`src/rtl/sync_fifo_ctrl_if.sv`:
```
// Handshake/status bundle for sync_fifo_ctrl.
// SYNC_FIFO_WATERMARK_EN adds the max_count peak-occupancy signal.
interface sync_fifo_ctrl_if #(
  parameter int unsigned DATA_WIDTH = 8,
  parameter int unsigned ADDR_WIDTH = 4
);
  logic                  wr_en;
  logic [DATA_WIDTH-1:0] wr_data;
  logic                  rd_en;
  logic [DATA_WIDTH-1:0] rd_data;
  logic                  rd_valid;
  logic                  full;
  logic                  empty;
  logic                  almost_full;
  logic                  almost_empty;
  logic [ADDR_WIDTH:0]   af_level;
  logic [ADDR_WIDTH:0]   ae_level;
  logic [ADDR_WIDTH:0]   count;
  logic                  overflow;
  logic                  underflow;
  logic                  clr_err;
`ifdef SYNC_FIFO_WATERMARK_EN
  logic [ADDR_WIDTH:0]   max_count;

  modport master (
    output wr_en, wr_data, rd_en, af_level, ae_level, clr_err,
    input  rd_data, rd_valid, full, empty, almost_full, almost_empty,
           count, overflow, underflow, max_count
  );

  modport slave (
    input  wr_en, wr_data, rd_en, af_level, ae_level, clr_err,
    output rd_data, rd_valid, full, empty, almost_full, almost_empty,
           count, overflow, underflow, max_count
  );
`else
  modport master (
    output wr_en, wr_data, rd_en, af_level, ae_level, clr_err,
    input  rd_data, rd_valid, full, empty, almost_full, almost_empty,
           count, overflow, underflow
  );

  modport slave (
    input  wr_en, wr_data, rd_en, af_level, ae_level, clr_err,
    output rd_data, rd_valid, full, empty, almost_full, almost_empty,
           count, overflow, underflow
  );
`endif
endinterface

```
`src/rtl/sync_fifo_ctrl.sv`:
```
// Single-clock FIFO with occupancy count, programmable thresholds, sticky errors
// and standard/FWFT read modes. SYNC_FIFO_WATERMARK_EN adds a peak-count register.
module sync_fifo_ctrl #(
  parameter int unsigned DATA_WIDTH = 8,
  parameter int unsigned ADDR_WIDTH = 4,
  parameter bit          FWFT       = 1'b0
) (
  input logic             clk,
  input logic             rst,
  sync_fifo_ctrl_if.slave bus
);

  localparam int unsigned DEPTH = 1 << ADDR_WIDTH;
  localparam int unsigned PW    = ADDR_WIDTH + 1;

  logic [DATA_WIDTH-1:0] mem [DEPTH];
  logic [PW-1:0]         wr_ptr;
  logic [PW-1:0]         rd_ptr;
  logic [PW-1:0]         count_q;
  logic [PW-1:0]         count_next;
  logic                  overflow_q;
  logic                  underflow_q;
  logic                  full_c;
  logic                  empty_c;
  logic                  wr_acc;
  logic                  rd_acc;

  // Status flags decode straight from the registered occupancy
  assign full_c  = (count_q == PW'(DEPTH));
  assign empty_c = (count_q == '0);
  assign wr_acc  = bus.wr_en && !full_c;
  assign rd_acc  = bus.rd_en && !empty_c;

  always_comb begin
    count_next = count_q;
    unique case ({wr_acc, rd_acc})
      2'b10:   count_next = count_q + PW'(1);
      2'b01:   count_next = count_q - PW'(1);
      default: count_next = count_q;
    endcase
  end

  always_ff @(posedge clk) begin
    if (rst) begin
      wr_ptr      <= '0;
      rd_ptr      <= '0;
      count_q     <= '0;
      overflow_q  <= 1'b0;
      underflow_q <= 1'b0;
    end else begin
      if (wr_acc) wr_ptr <= wr_ptr + PW'(1);
      if (rd_acc) rd_ptr <= rd_ptr + PW'(1);
      count_q     <= count_next;
      // A new error in the same cycle as clr_err keeps the flag set
      overflow_q  <= (bus.wr_en && full_c)  || (overflow_q  && !bus.clr_err);
      underflow_q <= (bus.rd_en && empty_c) || (underflow_q && !bus.clr_err);
    end
  end

  // Storage is deliberately not reset
  always_ff @(posedge clk) begin
    if (wr_acc && !rst) mem[wr_ptr[ADDR_WIDTH-1:0]] <= bus.wr_data;
  end

  generate
    if (FWFT) begin : g_fwft
      assign bus.rd_data  = mem[rd_ptr[ADDR_WIDTH-1:0]];
      assign bus.rd_valid = !empty_c;
    end else begin : g_std
      logic [DATA_WIDTH-1:0] rd_data_q;
      logic                  rd_valid_q;

      always_ff @(posedge clk) begin
        if (rst) begin
          rd_data_q  <= '0;
          rd_valid_q <= 1'b0;
        end else begin
          rd_valid_q <= rd_acc;
          if (rd_acc) rd_data_q <= mem[rd_ptr[ADDR_WIDTH-1:0]];
        end
      end

      assign bus.rd_data  = rd_data_q;
      assign bus.rd_valid = rd_valid_q;
    end
  endgenerate

  assign bus.count        = count_q;
  assign bus.full         = full_c;
  assign bus.empty        = empty_c;
  assign bus.almost_full  = (count_q >= bus.af_level);
  assign bus.almost_empty = (count_q <= bus.ae_level);
  assign bus.overflow     = overflow_q;
  assign bus.underflow    = underflow_q;

`ifdef SYNC_FIFO_WATERMARK_EN
  logic [PW-1:0] max_count_q;

  // Peak tracks post-update occupancy; clr_err restarts it from that value
  always_ff @(posedge clk) begin
    if (rst) begin
      max_count_q <= '0;
    end else if (bus.clr_err) begin
      max_count_q <= count_next;
    end else if (count_next > max_count_q) begin
      max_count_q <= count_next;
    end
  end

  assign bus.max_count = max_count_q;
`endif

endmodule

```
`src/flat_wrapper.sv`:
```
// flat-port wrapper written by rule: the top's interface ports become plain ports
module sync_fifo_ctrl_flat 
#(
  parameter int unsigned DATA_WIDTH = 8,
  parameter int unsigned ADDR_WIDTH = 4,
  parameter bit          FWFT       = 1'b0
)
  (clk, rst, bus_wr_en, bus_wr_data, bus_rd_en, bus_af_level, bus_ae_level, bus_clr_err, bus_rd_data, bus_rd_valid, bus_full, bus_empty, bus_almost_full, bus_almost_empty, bus_count, bus_overflow, bus_underflow);
  sync_fifo_ctrl_if #(.DATA_WIDTH(DATA_WIDTH), .ADDR_WIDTH(ADDR_WIDTH)) bus_i ();
  input logic clk;
  input logic rst;
  input wire logic [$bits(bus_i.wr_en)-1:0] bus_wr_en;
  input wire logic [$bits(bus_i.wr_data)-1:0] bus_wr_data;
  input wire logic [$bits(bus_i.rd_en)-1:0] bus_rd_en;
  input wire logic [$bits(bus_i.af_level)-1:0] bus_af_level;
  input wire logic [$bits(bus_i.ae_level)-1:0] bus_ae_level;
  input wire logic [$bits(bus_i.clr_err)-1:0] bus_clr_err;
  output wire logic [$bits(bus_i.rd_data)-1:0] bus_rd_data;
  output wire logic [$bits(bus_i.rd_valid)-1:0] bus_rd_valid;
  output wire logic [$bits(bus_i.full)-1:0] bus_full;
  output wire logic [$bits(bus_i.empty)-1:0] bus_empty;
  output wire logic [$bits(bus_i.almost_full)-1:0] bus_almost_full;
  output wire logic [$bits(bus_i.almost_empty)-1:0] bus_almost_empty;
  output wire logic [$bits(bus_i.count)-1:0] bus_count;
  output wire logic [$bits(bus_i.overflow)-1:0] bus_overflow;
  output wire logic [$bits(bus_i.underflow)-1:0] bus_underflow;
  assign bus_i.wr_en = bus_wr_en;
  assign bus_i.wr_data = bus_wr_data;
  assign bus_i.rd_en = bus_rd_en;
  assign bus_i.af_level = bus_af_level;
  assign bus_i.ae_level = bus_ae_level;
  assign bus_i.clr_err = bus_clr_err;
  assign bus_rd_data = bus_i.rd_data;
  assign bus_rd_valid = bus_i.rd_valid;
  assign bus_full = bus_i.full;
  assign bus_empty = bus_i.empty;
  assign bus_almost_full = bus_i.almost_full;
  assign bus_almost_empty = bus_i.almost_empty;
  assign bus_count = bus_i.count;
  assign bus_overflow = bus_i.overflow;
  assign bus_underflow = bus_i.underflow;
  sync_fifo_ctrl #(.DATA_WIDTH(DATA_WIDTH), .ADDR_WIDTH(ADDR_WIDTH), .FWFT(FWFT)) u_core (.clk(clk), .rst(rst), .bus(bus_i));
endmodule
```
`config.mk`:
```
export PLATFORM = sky130hd
export DESIGN_NAME = sync_fifo_ctrl_flat
export DESIGN_NICKNAME = d
export VERILOG_FILES = /design/src/rtl/sync_fifo_ctrl_if.sv /design/src/rtl/sync_fifo_ctrl.sv /design/src/flat_wrapper.sv
export SDC_FILE = /design/constraint.sdc
export NUM_CORES = 1
export LEC_CHECK = 0
export BUFFER_PORTS_ARGS = -buffer_cell sky130_fd_sc_hd__buf_2
export CAP_MARGIN = 40
export CORE_MARGIN = 2
export CORE_UTILIZATION = 63
export DETAILED_ROUTE_END_ITERATION = 10
export GPL_ROUTABILITY_DRIVEN = 0
export PLACE_DENSITY = 0.91
export RECOVER_POWER = 25
export SLEW_MARGIN = 20
export SYNTH_ARGS = -nofsm -noshare
export SYNTH_HDL_FRONTEND = slang
export SYNTH_SLANG_ARGS = --single-unit
export TNS_END_PERCENT = 1
```
`constraint.sdc`:
```
create_clock -name clk -period 5.9 [get_ports clk]
set_clock_uncertainty 0.2 [all_clocks]
set_input_delay 1.18 -clock clk [delete_from_list [all_inputs] [get_ports clk]]
set_output_delay 1.18 -clock clk [all_outputs]
set_load 0.01 [all_outputs]
```
==> flow_results.xml, run 1 <==
<?xml version="1.0" encoding="UTF-8"?>
<metrics>
  <group name="pwr">
    <metric name="seq_power_share" unit="%">43.8</metric>
    <metric name="power.switching" unit="µW">815</metric>
    <metric name="power.density_cell_area" unit="nW/µm²">410</metric>
    <metric name="clockPowerShare" unit="%">38.1</metric>
    <metric name="power_report.internal_total" unit="µW">2170</metric>
    <metric name="switching_share" unit="%">27.3</metric>
    <metric name="static-leakage-power" unit="µW">0.00248</metric>
    <metric name="power.share.combinational" unit="%">18.1</metric>
    <metric name="worst_ir_drop_vdd" unit="mV">0.309</metric>
    <metric name="finalPower" unit="µW">2980</metric>
  </group>
  <group name="grt">
    <metric name="total_grt_overflow" unit="">0</metric>
    <metric name="via_count_of_the_first_global_routing_pass" unit="">3911</metric>
    <metric name="grt_first_pass_wirelength" unit="µm">21300</metric>
    <metric name="grt_max_degree" unit="">40</metric>
    <metric name="grt.total_usage" unit="%">26.8</metric>
    <metric name="antenna_found_initial" unit="">0</metric>
  </group>
  <group name="clock_tree">
    <metric name="post_cts.resized_instances" unit="">0</metric>
    <metric name="clk_path_buf_depth" unit="">2</metric>
    <metric name="cts_inserted_buffers" unit="">17</metric>
    <metric name="numClockSinks" unit="">152</metric>
    <metric name="cts_post_setup_buffers_inserted" unit="">0</metric>
    <metric name="cts_tree" unit="">built</metric>
    <metric name="clk-insertion-delay-late" unit="ns">0.53</metric>
    <metric name="htreeDepth" unit="">4</metric>
    <metric name="hold_fix_buffers_at_cts" unit="">0</metric>
    <metric name="cts.reportedPaths.clkPinSlew" unit="ns">0.06</metric>
    <metric name="cts_root_buffer" unit="">sky130_fd_sc_hd__clkbuf_8</metric>
  </group>
  <group name="finish">
    <metric name="num-fill-cells" unit="">544</metric>
    <metric name="layout-drive-gt1-share" unit="%">16.5</metric>
    <metric name="antenna_cells" unit="">0</metric>
    <metric name="final_cell_count_no_fill" unit="">623</metric>
    <metric name="finish.net_count" unit="">520</metric>
    <metric name="utilization" unit="%">74.4</metric>
    <metric name="area.growth.synth_to_final" unit="%">14.4</metric>
  </group>
  <group name="timing">
    <metric name="worst_slew_margin_rel" unit="%">44.5</metric>
    <metric name="final_setup_vio_count" unit="">0</metric>
    <metric name="finalWorstPathRequiredPeriod" unit="ns">3.86</metric>
    <metric name="timing_hold_violations_final" unit="">0</metric>
    <metric name="grt_setup_unrepaired" unit="">false</metric>
    <metric name="maxClockFrequency" unit="MHz">259</metric>
    <metric name="fin_setup_tns" unit="ns">0</metric>
    <metric name="slew_viol_final" unit="">0</metric>
    <metric name="final.period_utilization" unit="%">65.4</metric>
    <metric name="worstMarginPinSlew" unit="ns">0.829</metric>
  </group>
  <group name="logic_synthesis">
    <metric name="synth_area_per_cell" unit="µm²">14.7</metric>
    <metric name="synth_flop_type" unit="">sky130_fd_sc_hd__edfxtp_1</metric>
    <metric name="sequential_fraction_of_the_synthesis_area" unit="%">68.0</metric>
    <metric name="synth_edf_count" unit="">128</metric>
    <metric name="syn-cell-area" unit="µm²">6360</metric>
    <metric name="synth_fp_nets" unit="">475</metric>
    <metric name="count_of_distinct_cell_types_in_the_synthesized_netlist" unit="">42</metric>
    <metric name="synth-adder-area-share" unit="%">4.05</metric>
    <metric name="yosys.area_share.simple" unit="%">7.42</metric>
    <metric name="synth.ff_latch_count" unit="">152</metric>
    <metric name="ys.warnings.count" unit="">0</metric>
    <metric name="synth-xor-area-share" unit="%">1.22</metric>
    <metric name="synth_compound_area_share" unit="%">5.79</metric>
    <metric name="synth-async-reset-ratio" unit="%">0</metric>
    <metric name="synth_cells" unit="">432</metric>
    <metric name="synth_top_family_by_area" unit="">multiplexers</metric>
    <metric name="post_synth_mux_area_share" unit="%">10.4</metric>
  </group>
  <group name="routing">
    <metric name="drt_iter0_drc" unit="">450</metric>
    <metric name="detailroute.via_count" unit="">3933</metric>
    <metric name="drt-total-wl" unit="µm">13700</metric>
    <metric name="total_drc_errors_in_the_routed_layout" unit="">0</metric>
    <metric name="antenna_violating_nets_post_route" unit="">0</metric>
    <metric name="first_pass_iters" unit="">6</metric>
    <metric name="via_to_cell_ratio" unit="">6.31</metric>
    <metric name="routedWlPerCell" unit="µm">22.0</metric>
  </group>
  <group name="die">
    <metric name="die_w" unit="µm">104</metric>
    <metric name="boundaryPins" unit="">43</metric>
    <metric name="design.core.area" unit="µm²">9770</metric>
    <metric name="die_area" unit="µm²">10900</metric>
    <metric name="core.rowCount" unit="">36</metric>
    <metric name="chipHeight" unit="µm">104</metric>
    <metric name="floorplan.initialDensity" unit="%">65.1</metric>
  </group>
  <group name="critical_path">
    <metric name="r2r_slack" unit="ns">2.43</metric>
    <metric name="worst_r2r_path_depth" unit="">12</metric>
    <metric name="critPathRequiredTime" unit="ns">4.52</metric>
    <metric name="critPathArrivalTime" unit="ns">2.48</metric>
    <metric name="setup.worst_path.class" unit="">input pin to output pin</metric>
    <metric name="path_max_fanout" unit="">2</metric>
    <metric name="timing.critical_path.from_type" unit="">input pin</metric>
    <metric name="worst_setup_path_end_kind" unit="">output pin</metric>
  </group>
  <group name="placement">
    <metric name="placed_cells" unit="">588</metric>
    <metric name="port_buffers" unit="">42</metric>
    <metric name="post-dp-hpwl" unit="µm">8120</metric>
  </group>
  <group name="flow_run">
    <metric name="drv_cap" unit="">0</metric>
  </group>
  <group name="status">
    <metric name="outcome" unit="">completed</metric>
  </group>
  <group name="worst_hold_path">
    <metric name="min-delay-path-class" unit="">flop to flop</metric>
    <metric name="hold-path-cell-count" unit="">2</metric>
  </group>
</metrics>
flip-flops by register name, summed over array words and instances (netlist names):
signal,count
u_core.bus.overflow,1
u_core.bus.count,5
u_core.wr_ptr,4
u_core.mem,128
u_core.bus.rd_valid,1
u_core.bus.rd_data,8
u_core.bus.underflow,1
u_core.rd_ptr,4
power by group through the flow:
stage                     clock [µW]  combinational (µW)  sequential [µW]
after CTS                       1130                 537             1300
after detailed placement           0                 511             1320
after global routing            1190                 588             1310
final                           1140                 541             1310
after floorplan                    0                 354             1320
after global placement             0                 482             1320
worst paths after layout:
| kind | from | endpoint |
|---|---|---|
| worst max-delay path | bus_ae_level[1] | bus_almost_empty |
| worst min-delay path | u_core.bus.rd_data[3]$_SDFFE_PP0P_ | u_core.bus.rd_data[3]$_SDFFE_PP0P_ |
| worst max register to register | u_core.bus.count[1]$_SDFFE_PP0P_ | u_core.bus.count[4]$_SDFFE_PP0P_ |
| worst min register to register | u_core.bus.rd_data[3]$_SDFFE_PP0P_ | u_core.bus.rd_data[3]$_SDFFE_PP0P_ |
critical path, cell delays in order:
cell and delay (ns):
sky130_fd_sc_hd__buf_2 0.08, sky130_fd_sc_hd__inv_1 0.03, sky130_fd_sc_hd__ha_1 0.27, sky130_fd_sc_hd__nor2b_1 0.14, sky130_fd_sc_hd__o21a_1 0.18, sky130_fd_sc_hd__o21a_1 0.17, sky130_fd_sc_hd__o21a_1 0.17, sky130_fd_sc_hd__o22ai_1 0.11
sky130_fd_sc_hd__buf_2 0.15
metrics by stage:
| step | area (µm²) | setup slack (ns) | hold WS (ns) |
|---|---|---|---|
| finish | 7280 | 2.04 | 0.324 |
| global route | 7280 | 1.97 | 0.345 |
| CTS | 7260 | 2.05 | 0.324 |
| detailed placement | 6630 | 2.07 | 0.304 |
| global placement | 6610 | 2.12 | 0.298 |
| floorplan | 6360 | 2.25 | 0.320 |
synthesized netlist by cell type (2+ instances only):
cell,instances,area [µm²]
sky130_fd_sc_hd__buf_1,2,7.51
sky130_fd_sc_hd__buf_6,4,45.0
sky130_fd_sc_hd__o21a_1,3,22.5
sky130_fd_sc_hd__nor2_1,46,173
sky130_fd_sc_hd__or3b_1,3,26.3
sky130_fd_sc_hd__nand2_1,9,33.8
sky130_fd_sc_hd__or3_1,2,12.5
sky130_fd_sc_hd__nand3_1,3,15.0
sky130_fd_sc_hd__buf_2,4,20.0
sky130_fd_sc_hd__edfxtp_1,128,3840
sky130_fd_sc_hd__dfxtp_1,24,480
sky130_fd_sc_hd__nor4_1,8,50.1
sky130_fd_sc_hd__nor2b_1,6,37.5
sky130_fd_sc_hd__nand4_1,2,12.5
sky130_fd_sc_hd__inv_1,16,60.1
sky130_fd_sc_hd__ha_1,19,238
sky130_fd_sc_hd__mux2i_1,65,651
sky130_fd_sc_hd__clkbuf_1,3,11.3
sky130_fd_sc_hd__a211oi_1,8,60.1
sky130_fd_sc_hd__a21oi_1,10,50.1
sky130_fd_sc_hd__nand3b_1,4,30.0
sky130_fd_sc_hd__buf_4,6,45.0
sky130_fd_sc_hd__xor2_1,4,35.0
sky130_fd_sc_hd__xnor2_1,3,26.3
sky130_fd_sc_hd__o22ai_1,33,206
layer usage:
| metal | vias up | wire (µm) | GRT usage (%) |
|---|---|---|---|
| met5 | - | 0 | 0 |
| met4 | 0 | 438 | 12.5 |
| met3 | 50 | 1110 | 6.14 |
| met2 | 249 | 7070 | 44.2 |
| met1 | 1918 | 5090 | 33.7 |
| li1 | 1716 | - | - |
layout make-up:
type                            count  area, µm²  share of cell area, %
Tap cell                          133        166                   2.29
Clock inverter                     11        169                   2.32
Sequential cell                   152       4330                   59.5
Multi-Input combinational cell    243       1840                   25.2
Inverter                           17       63.8                  0.877
Clock buffer                       21        459                   6.31
Timing Repair Buffer               46        254                   3.49
cell families (layout without fill, tap and decap cells):
| logic type | Yosys count | after routing |
|---|---|---|
| compound gates | 58 | 58 |
| buf+inv | 37 | 95 |
| fa+ha+maj | 20 | 20 |
| xor+xnor | 8 | 8 |
| mux | 66 | 66 |
| simple gates | 91 | 91 |
| flops | 152 | 152 |
placed cells by master, fill, tap and decap left out, types with 2 or more instances in the layout:
cell / synthesis / final
sky130_fd_sc_hd__a211oi_1: 8 / 8
sky130_fd_sc_hd__a21oi_1: 10 / 10
sky130_fd_sc_hd__buf_2: 4 / 37
sky130_fd_sc_hd__buf_4: 6 / 3
sky130_fd_sc_hd__bufinv_16: 0 / 4
sky130_fd_sc_hd__clkbuf_1: 3 / 6
sky130_fd_sc_hd__clkbuf_16: 0 / 16
sky130_fd_sc_hd__clkbuf_8: 0 / 4
sky130_fd_sc_hd__clkinv_2: 0 / 2
sky130_fd_sc_hd__clkinvlp_4: 0 / 4
sky130_fd_sc_hd__dfxtp_1: 24 / 23
sky130_fd_sc_hd__edfxtp_1: 128 / 128
sky130_fd_sc_hd__ha_1: 19 / 19
sky130_fd_sc_hd__inv_1: 16 / 16
sky130_fd_sc_hd__mux2i_1: 65 / 65
sky130_fd_sc_hd__nand2_1: 9 / 9
sky130_fd_sc_hd__nand3_1: 3 / 3
sky130_fd_sc_hd__nand3b_1: 4 / 4
sky130_fd_sc_hd__nand4_1: 2 / 2
sky130_fd_sc_hd__nor2_1: 46 / 46
sky130_fd_sc_hd__nor2b_1: 6 / 6
sky130_fd_sc_hd__nor4_1: 8 / 8
sky130_fd_sc_hd__o21a_1: 3 / 3
sky130_fd_sc_hd__o22ai_1: 33 / 33
sky130_fd_sc_hd__or3_1: 2 / 2
sky130_fd_sc_hd__or3b_1: 3 / 3
sky130_fd_sc_hd__xnor2_1: 3 / 3
sky130_fd_sc_hd__xor2_1: 4 / 4
Power figures use the tool's default switching activity.
==> run 2: changes to the inputs <==
--- a/config.mk
+++ b/config.mk
@@ -5,13 +5,14 @@
 export SDC_FILE = /design/constraint.sdc
 export NUM_CORES = 1
 export LEC_CHECK = 0
+export ABC_AREA = 1
 export BUFFER_PORTS_ARGS = -buffer_cell sky130_fd_sc_hd__buf_2
 export CAP_MARGIN = 40
 export CORE_MARGIN = 2
-export CORE_UTILIZATION = 63
+export CORE_UTILIZATION = 61
 export DETAILED_ROUTE_END_ITERATION = 10
 export GPL_ROUTABILITY_DRIVEN = 0
-export PLACE_DENSITY = 0.91
+export PLACE_DENSITY = 0.88
 export RECOVER_POWER = 25
 export SLEW_MARGIN = 20
 export SYNTH_ARGS = -nofsm -noshare
==> constraint.sdc (replaced) <==
create_clock -name clk -period 3.7 [get_ports clk]
set_clock_uncertainty 0.2 [all_clocks]
set_input_delay 0.74 -clock clk [delete_from_list [all_inputs] [get_ports clk]]
set_output_delay 0.74 -clock clk [all_outputs]
set_load 0.01 [all_outputs]
==> run 2 against run 1 <==
  * Worst setup slack lost 1.4 ns
  * Non-clock buffer count fell by 1
  * Sequential power is 59% higher
  * Global-route usage grew 1.3 points
  * Highest routed layer unchanged
==> flow_results.xml, run 2 <==
<?xml version="1.0" encoding="UTF-8"?>
<metrics>
  <group name="routing">
    <metric name="first_pass_iters" unit="">6</metric>
    <metric name="drt_iter0_drc" unit="">701</metric>
    <metric name="total_drc_errors_in_the_routed_layout" unit="">0</metric>
    <metric name="drt-total-wl" unit="µm">16600</metric>
    <metric name="via_to_cell_ratio" unit="">5.87</metric>
    <metric name="antenna_violating_nets_post_route" unit="">0</metric>
    <metric name="routedWlPerCell" unit="µm">18.4</metric>
    <metric name="detailroute.via_count" unit="">5292</metric>
  </group>
  <group name="critical_path">
    <metric name="ordered_list_of_cells_on_the_worst_path" unit="">inv_1, nand4_1, nand2_2, inv_2, ha_1, inv_1, fa_1, inv_1, nand2_1, a21boi_0, o21bai_1, nand2_1, nand2_1, a21oi_1</metric>
    <metric name="critPathMaxStageDelay" unit="ns">0.48</metric>
    <metric name="critPathRequiredTime" unit="ns">3.86</metric>
    <metric name="worst_setup_path_end_kind" unit="">flop</metric>
    <metric name="critPathArrivalTime" unit="ns">3.20</metric>
    <metric name="crit_path_top_delay_cell" unit="">sky130_fd_sc_hd__dfxtp_1</metric>
    <metric name="path_max_fanout" unit="">20</metric>
    <metric name="setup.worst_path.class" unit="">flop to flop</metric>
    <metric name="timing.critical_path.from_type" unit="">flop</metric>
    <metric name="critical-path-top-delay-family" unit="">adder cells</metric>
    <metric name="critical_path.n_buffers_inverters" unit="">4</metric>
  </group>
  <group name="timing">
    <metric name="worst_slew_margin_rel" unit="%">42.4</metric>
    <metric name="final.setup.worst_slack" unit="ns">0.666</metric>
    <metric name="final_setup_vio_count" unit="">0</metric>
    <metric name="final.period_utilization" unit="%">82.0</metric>
    <metric name="finalWorstPathRequiredPeriod" unit="ns">3.03</metric>
    <metric name="fin_setup_tns" unit="ns">0</metric>
    <metric name="timing_hold_violations_final" unit="">0</metric>
    <metric name="worstMarginPinSlew" unit="ns">0.864</metric>
    <metric name="maxClockFrequency" unit="MHz">330</metric>
    <metric name="slew_viol_final" unit="">0</metric>
    <metric name="grt_setup_unrepaired" unit="">false</metric>
  </group>
  <group name="pwr">
    <metric name="power.share.combinational" unit="%">28.0</metric>
    <metric name="power.density_cell_area" unit="nW/µm²">669</metric>
    <metric name="clockPowerShare" unit="%">31.7</metric>
    <metric name="power_report.internal_total" unit="µW">3300</metric>
    <metric name="power.switching" unit="µW">1860</metric>
    <metric name="worst_ir_drop_vdd" unit="mV">0.393</metric>
    <metric name="seq_power_share" unit="%">40.3</metric>
    <metric name="switching_share" unit="%">36.0</metric>
    <metric name="finalPower" unit="µW">5160</metric>
    <metric name="static-leakage-power" unit="µW">0.00340</metric>
  </group>
  <group name="clock_tree">
    <metric name="clk_path_buf_depth" unit="">2</metric>
    <metric name="htreeDepth" unit="">4</metric>
    <metric name="cts_inserted_buffers" unit="">17</metric>
    <metric name="cts_post_setup_buffers_inserted" unit="">0</metric>
    <metric name="cts_root_buffer" unit="">sky130_fd_sc_hd__clkbuf_16</metric>
    <metric name="hold_fix_buffers_at_cts" unit="">0</metric>
    <metric name="numClockSinks" unit="">152</metric>
    <metric name="cts_tree" unit="">built</metric>
    <metric name="cts.reportedPaths.clkPinSlew" unit="ns">0.06</metric>
    <metric name="post_cts.resized_instances" unit="">0</metric>
    <metric name="clk-insertion-delay-late" unit="ns">0.43</metric>
  </group>
  <group name="logic_synthesis">
    <metric name="post_synth_most_frequent_cells" unit="">sky130_fd_sc_hd__nand2_1 (227), sky130_fd_sc_hd__edfxtp_1 (128), sky130_fd_sc_hd__inv_1 (101)</metric>
    <metric name="syn-cell-area" unit="µm²">6940</metric>
    <metric name="synth_fp_nets" unit="">758</metric>
    <metric name="sequential_fraction_of_the_synthesis_area" unit="%">62.3</metric>
    <metric name="yosys.cell_count.top_type" unit="">sky130_fd_sc_hd__nand2_1</metric>
    <metric name="synth.top_cell.area_share" unit="%">55.4</metric>
    <metric name="synth_area_per_cell" unit="µm²">9.71</metric>
    <metric name="synth.ff_latch_count" unit="">152</metric>
    <metric name="leading_cell_types_by_total_area_after_synthesis" unit="">sky130_fd_sc_hd__edfxtp_1 (55%), sky130_fd_sc_hd__nand2_1 (12%), sky130_fd_sc_hd__nand3_1 (7.0%), sky130_fd_sc_hd__dfxtp_1 (6.9%), sky130_fd_sc_hd__inv_1 (5.5%)</metric>
    <metric name="synth_top_area_cell" unit="">sky130_fd_sc_hd__edfxtp_1</metric>
    <metric name="synth-async-reset-ratio" unit="%">0</metric>
    <metric name="synth_edf_count" unit="">128</metric>
    <metric name="ys.warnings.count" unit="">0</metric>
    <metric name="synth_cells" unit="">715</metric>
    <metric name="count_of_distinct_cell_types_in_the_synthesized_netlist" unit="">26</metric>
    <metric name="synth_flop_type" unit="">sky130_fd_sc_hd__edfxtp_1</metric>
  </group>
  <group name="die">
    <metric name="floorplan.initialDensity" unit="%">63.2</metric>
    <metric name="chipHeight" unit="µm">111</metric>
    <metric name="die_area" unit="µm²">12300</metric>
    <metric name="design.core.area" unit="µm²">11000</metric>
    <metric name="boundaryPins" unit="">43</metric>
    <metric name="die_w" unit="µm">111</metric>
    <metric name="core.rowCount" unit="">38</metric>
  </group>
  <group name="grt">
    <metric name="antenna_found_initial" unit="">0</metric>
    <metric name="global_route.peak_usage_layer" unit="">met2</metric>
    <metric name="via_count_of_the_first_global_routing_pass" unit="">5151</metric>
    <metric name="use_met3" unit="%">5.47</metric>
    <metric name="grt_max_degree" unit="">66</metric>
    <metric name="grt_first_pass_wirelength" unit="µm">26700</metric>
    <metric name="met2_grt_util" unit="%">48.1</metric>
    <metric name="grt_util_met1" unit="%">34.1</metric>
    <metric name="total_grt_overflow" unit="">0</metric>
    <metric name="grt.total_usage" unit="%">28.1</metric>
  </group>
  <group name="finish">
    <metric name="layout-drive-gt1-share" unit="%">10.9</metric>
    <metric name="final_cell_count_no_fill" unit="">902</metric>
    <metric name="utilization" unit="%">70.1</metric>
    <metric name="area.growth.synth_to_final" unit="%">10.9</metric>
    <metric name="antenna_cells" unit="">0</metric>
    <metric name="finish.net_count" unit="">792</metric>
    <metric name="largest_register_ff_count" unit="">128</metric>
    <metric name="mostFrequentLayoutCells" unit="">sky130_fd_sc_hd__nand2_1 (227), sky130_fd_sc_hd__edfxtp_1 (128), sky130_fd_sc_hd__inv_1 (101)</metric>
    <metric name="most_common_library_cell_in_the_layout_ignoring_fill_and_taps" unit="">sky130_fd_sc_hd__nand2_1</metric>
  </group>
  <group name="placement">
    <metric name="port_buffers" unit="">42</metric>
    <metric name="dp_worst_setup_slack" unit="ns">0.740</metric>
    <metric name="post-dp-hpwl" unit="µm">10100</metric>
    <metric name="placed_cells" unit="">870</metric>
  </group>
  <group name="flow_run">
    <metric name="drv_cap" unit="">0</metric>
  </group>
  <group name="status">
    <metric name="outcome" unit="">completed</metric>
  </group>
  <group name="worst_hold_path">
    <metric name="min-delay-path-class" unit="">flop to flop</metric>
  </group>
</metrics>
-- run 2: changes by cell type after synthesis, sizes merged, moves of 5 or more --
cell and delta:
a211oi -8, a21oi +5, buf +12, inv +89
mux2i -65, nand2 +220, nand3 +94, nor2 -5
nor2b -6, nor4 -9, o21ai +8, o22ai -32
-- run 2: worst paths after layout --
| check | endpoint | startpoint | cells after the start | slack (ns) |
|---|---|---|---|---|
| min reg2reg | u_core.bus.overflow$_SDFF_PP0_ | u_core.bus.overflow$_SDFF_PP0_ | 2 | 0.27 |
| max | u_core.bus.count[4]$_SDFFE_PP0P_ | u_core.bus.count[1]$_SDFFE_PP0P_ | 14 | 0.67 |
| min | u_core.bus.overflow$_SDFF_PP0_ | u_core.bus.overflow$_SDFF_PP0_ | 2 | 0.27 |
| max reg2reg | u_core.bus.count[4]$_SDFFE_PP0P_ | u_core.bus.count[1]$_SDFFE_PP0P_ | 14 | 0.67 |
-- run 2: cells by family (layout without fill, tap and decap cells) --
kind of cell / Yosys count / count (layout) / synth area share [%]
buffers and inverters: 137 / 184 / 8.97
AND/OR/NAND/NOR: 373 / 373 / 22.3
AO/OA/AOI/OAI: 29 / 29 / 2.22
flip-flops: 152 / 152 / 62.3
XOR/XNOR: 4 / 4 / 0.505
adder cells (fa/ha/maj): 20 / 20 / 3.71
-- run 2: metrics by stage --
step	hold slack (ns)	cell area (µm²)
CTS	0.271	7710
global route	0.303	7700
global placement	0.251	7120
detailed placement	0.261	7140
finish	0.273	7700
floorplan	0.272	6940
-- run 2: metal layers --
layer,vias to the layer above,part of all wire [%]
li1,2384,-
met1,2491,36
met2,327,51
met3,90,7.9
met4,0,5.1
met5,-,0
-- run 2: layout make-up --
class / instances / area, µm²
flip-flops and latches: 152 / 4330
fillers: 688 / 3280
multi-input cells: 426 / 2000
clock buffers: 17 / 425
inverters: 107 / 402
repair buffers: 45 / 239
well taps: 140 / 175
clock inverters: 15 / 139
-- run 2: power by group through the flow --
stage                     Clock, µW  Combinational (µW)  Sequential [µW]
after floorplan                   0                1050             2080
after global placement            0                1300             2100
after detailed placement          0                1390             2100
after CTS                      1630                1420             2070
after global routing           1710                1600             2080
final                          1630                1450             2080
-- run 2: worst register-to-register path: stages, from the launching register on --
cell and delay (ns):
sky130_fd_sc_hd__dfxtp_1 0.48, sky130_fd_sc_hd__inv_1 0.14, sky130_fd_sc_hd__nand4_1 0.15, sky130_fd_sc_hd__nand2_2 0.11, sky130_fd_sc_hd__inv_2 0.26, sky130_fd_sc_hd__ha_1 0.33
sky130_fd_sc_hd__inv_1 0.08, sky130_fd_sc_hd__fa_1 0.40, sky130_fd_sc_hd__inv_1 0.10, sky130_fd_sc_hd__nand2_1 0.09, sky130_fd_sc_hd__a21boi_0 0.26, sky130_fd_sc_hd__o21bai_1 0.13
sky130_fd_sc_hd__nand2_1 0.09, sky130_fd_sc_hd__nand2_1 0.05, sky130_fd_sc_hd__a21oi_1 0.11
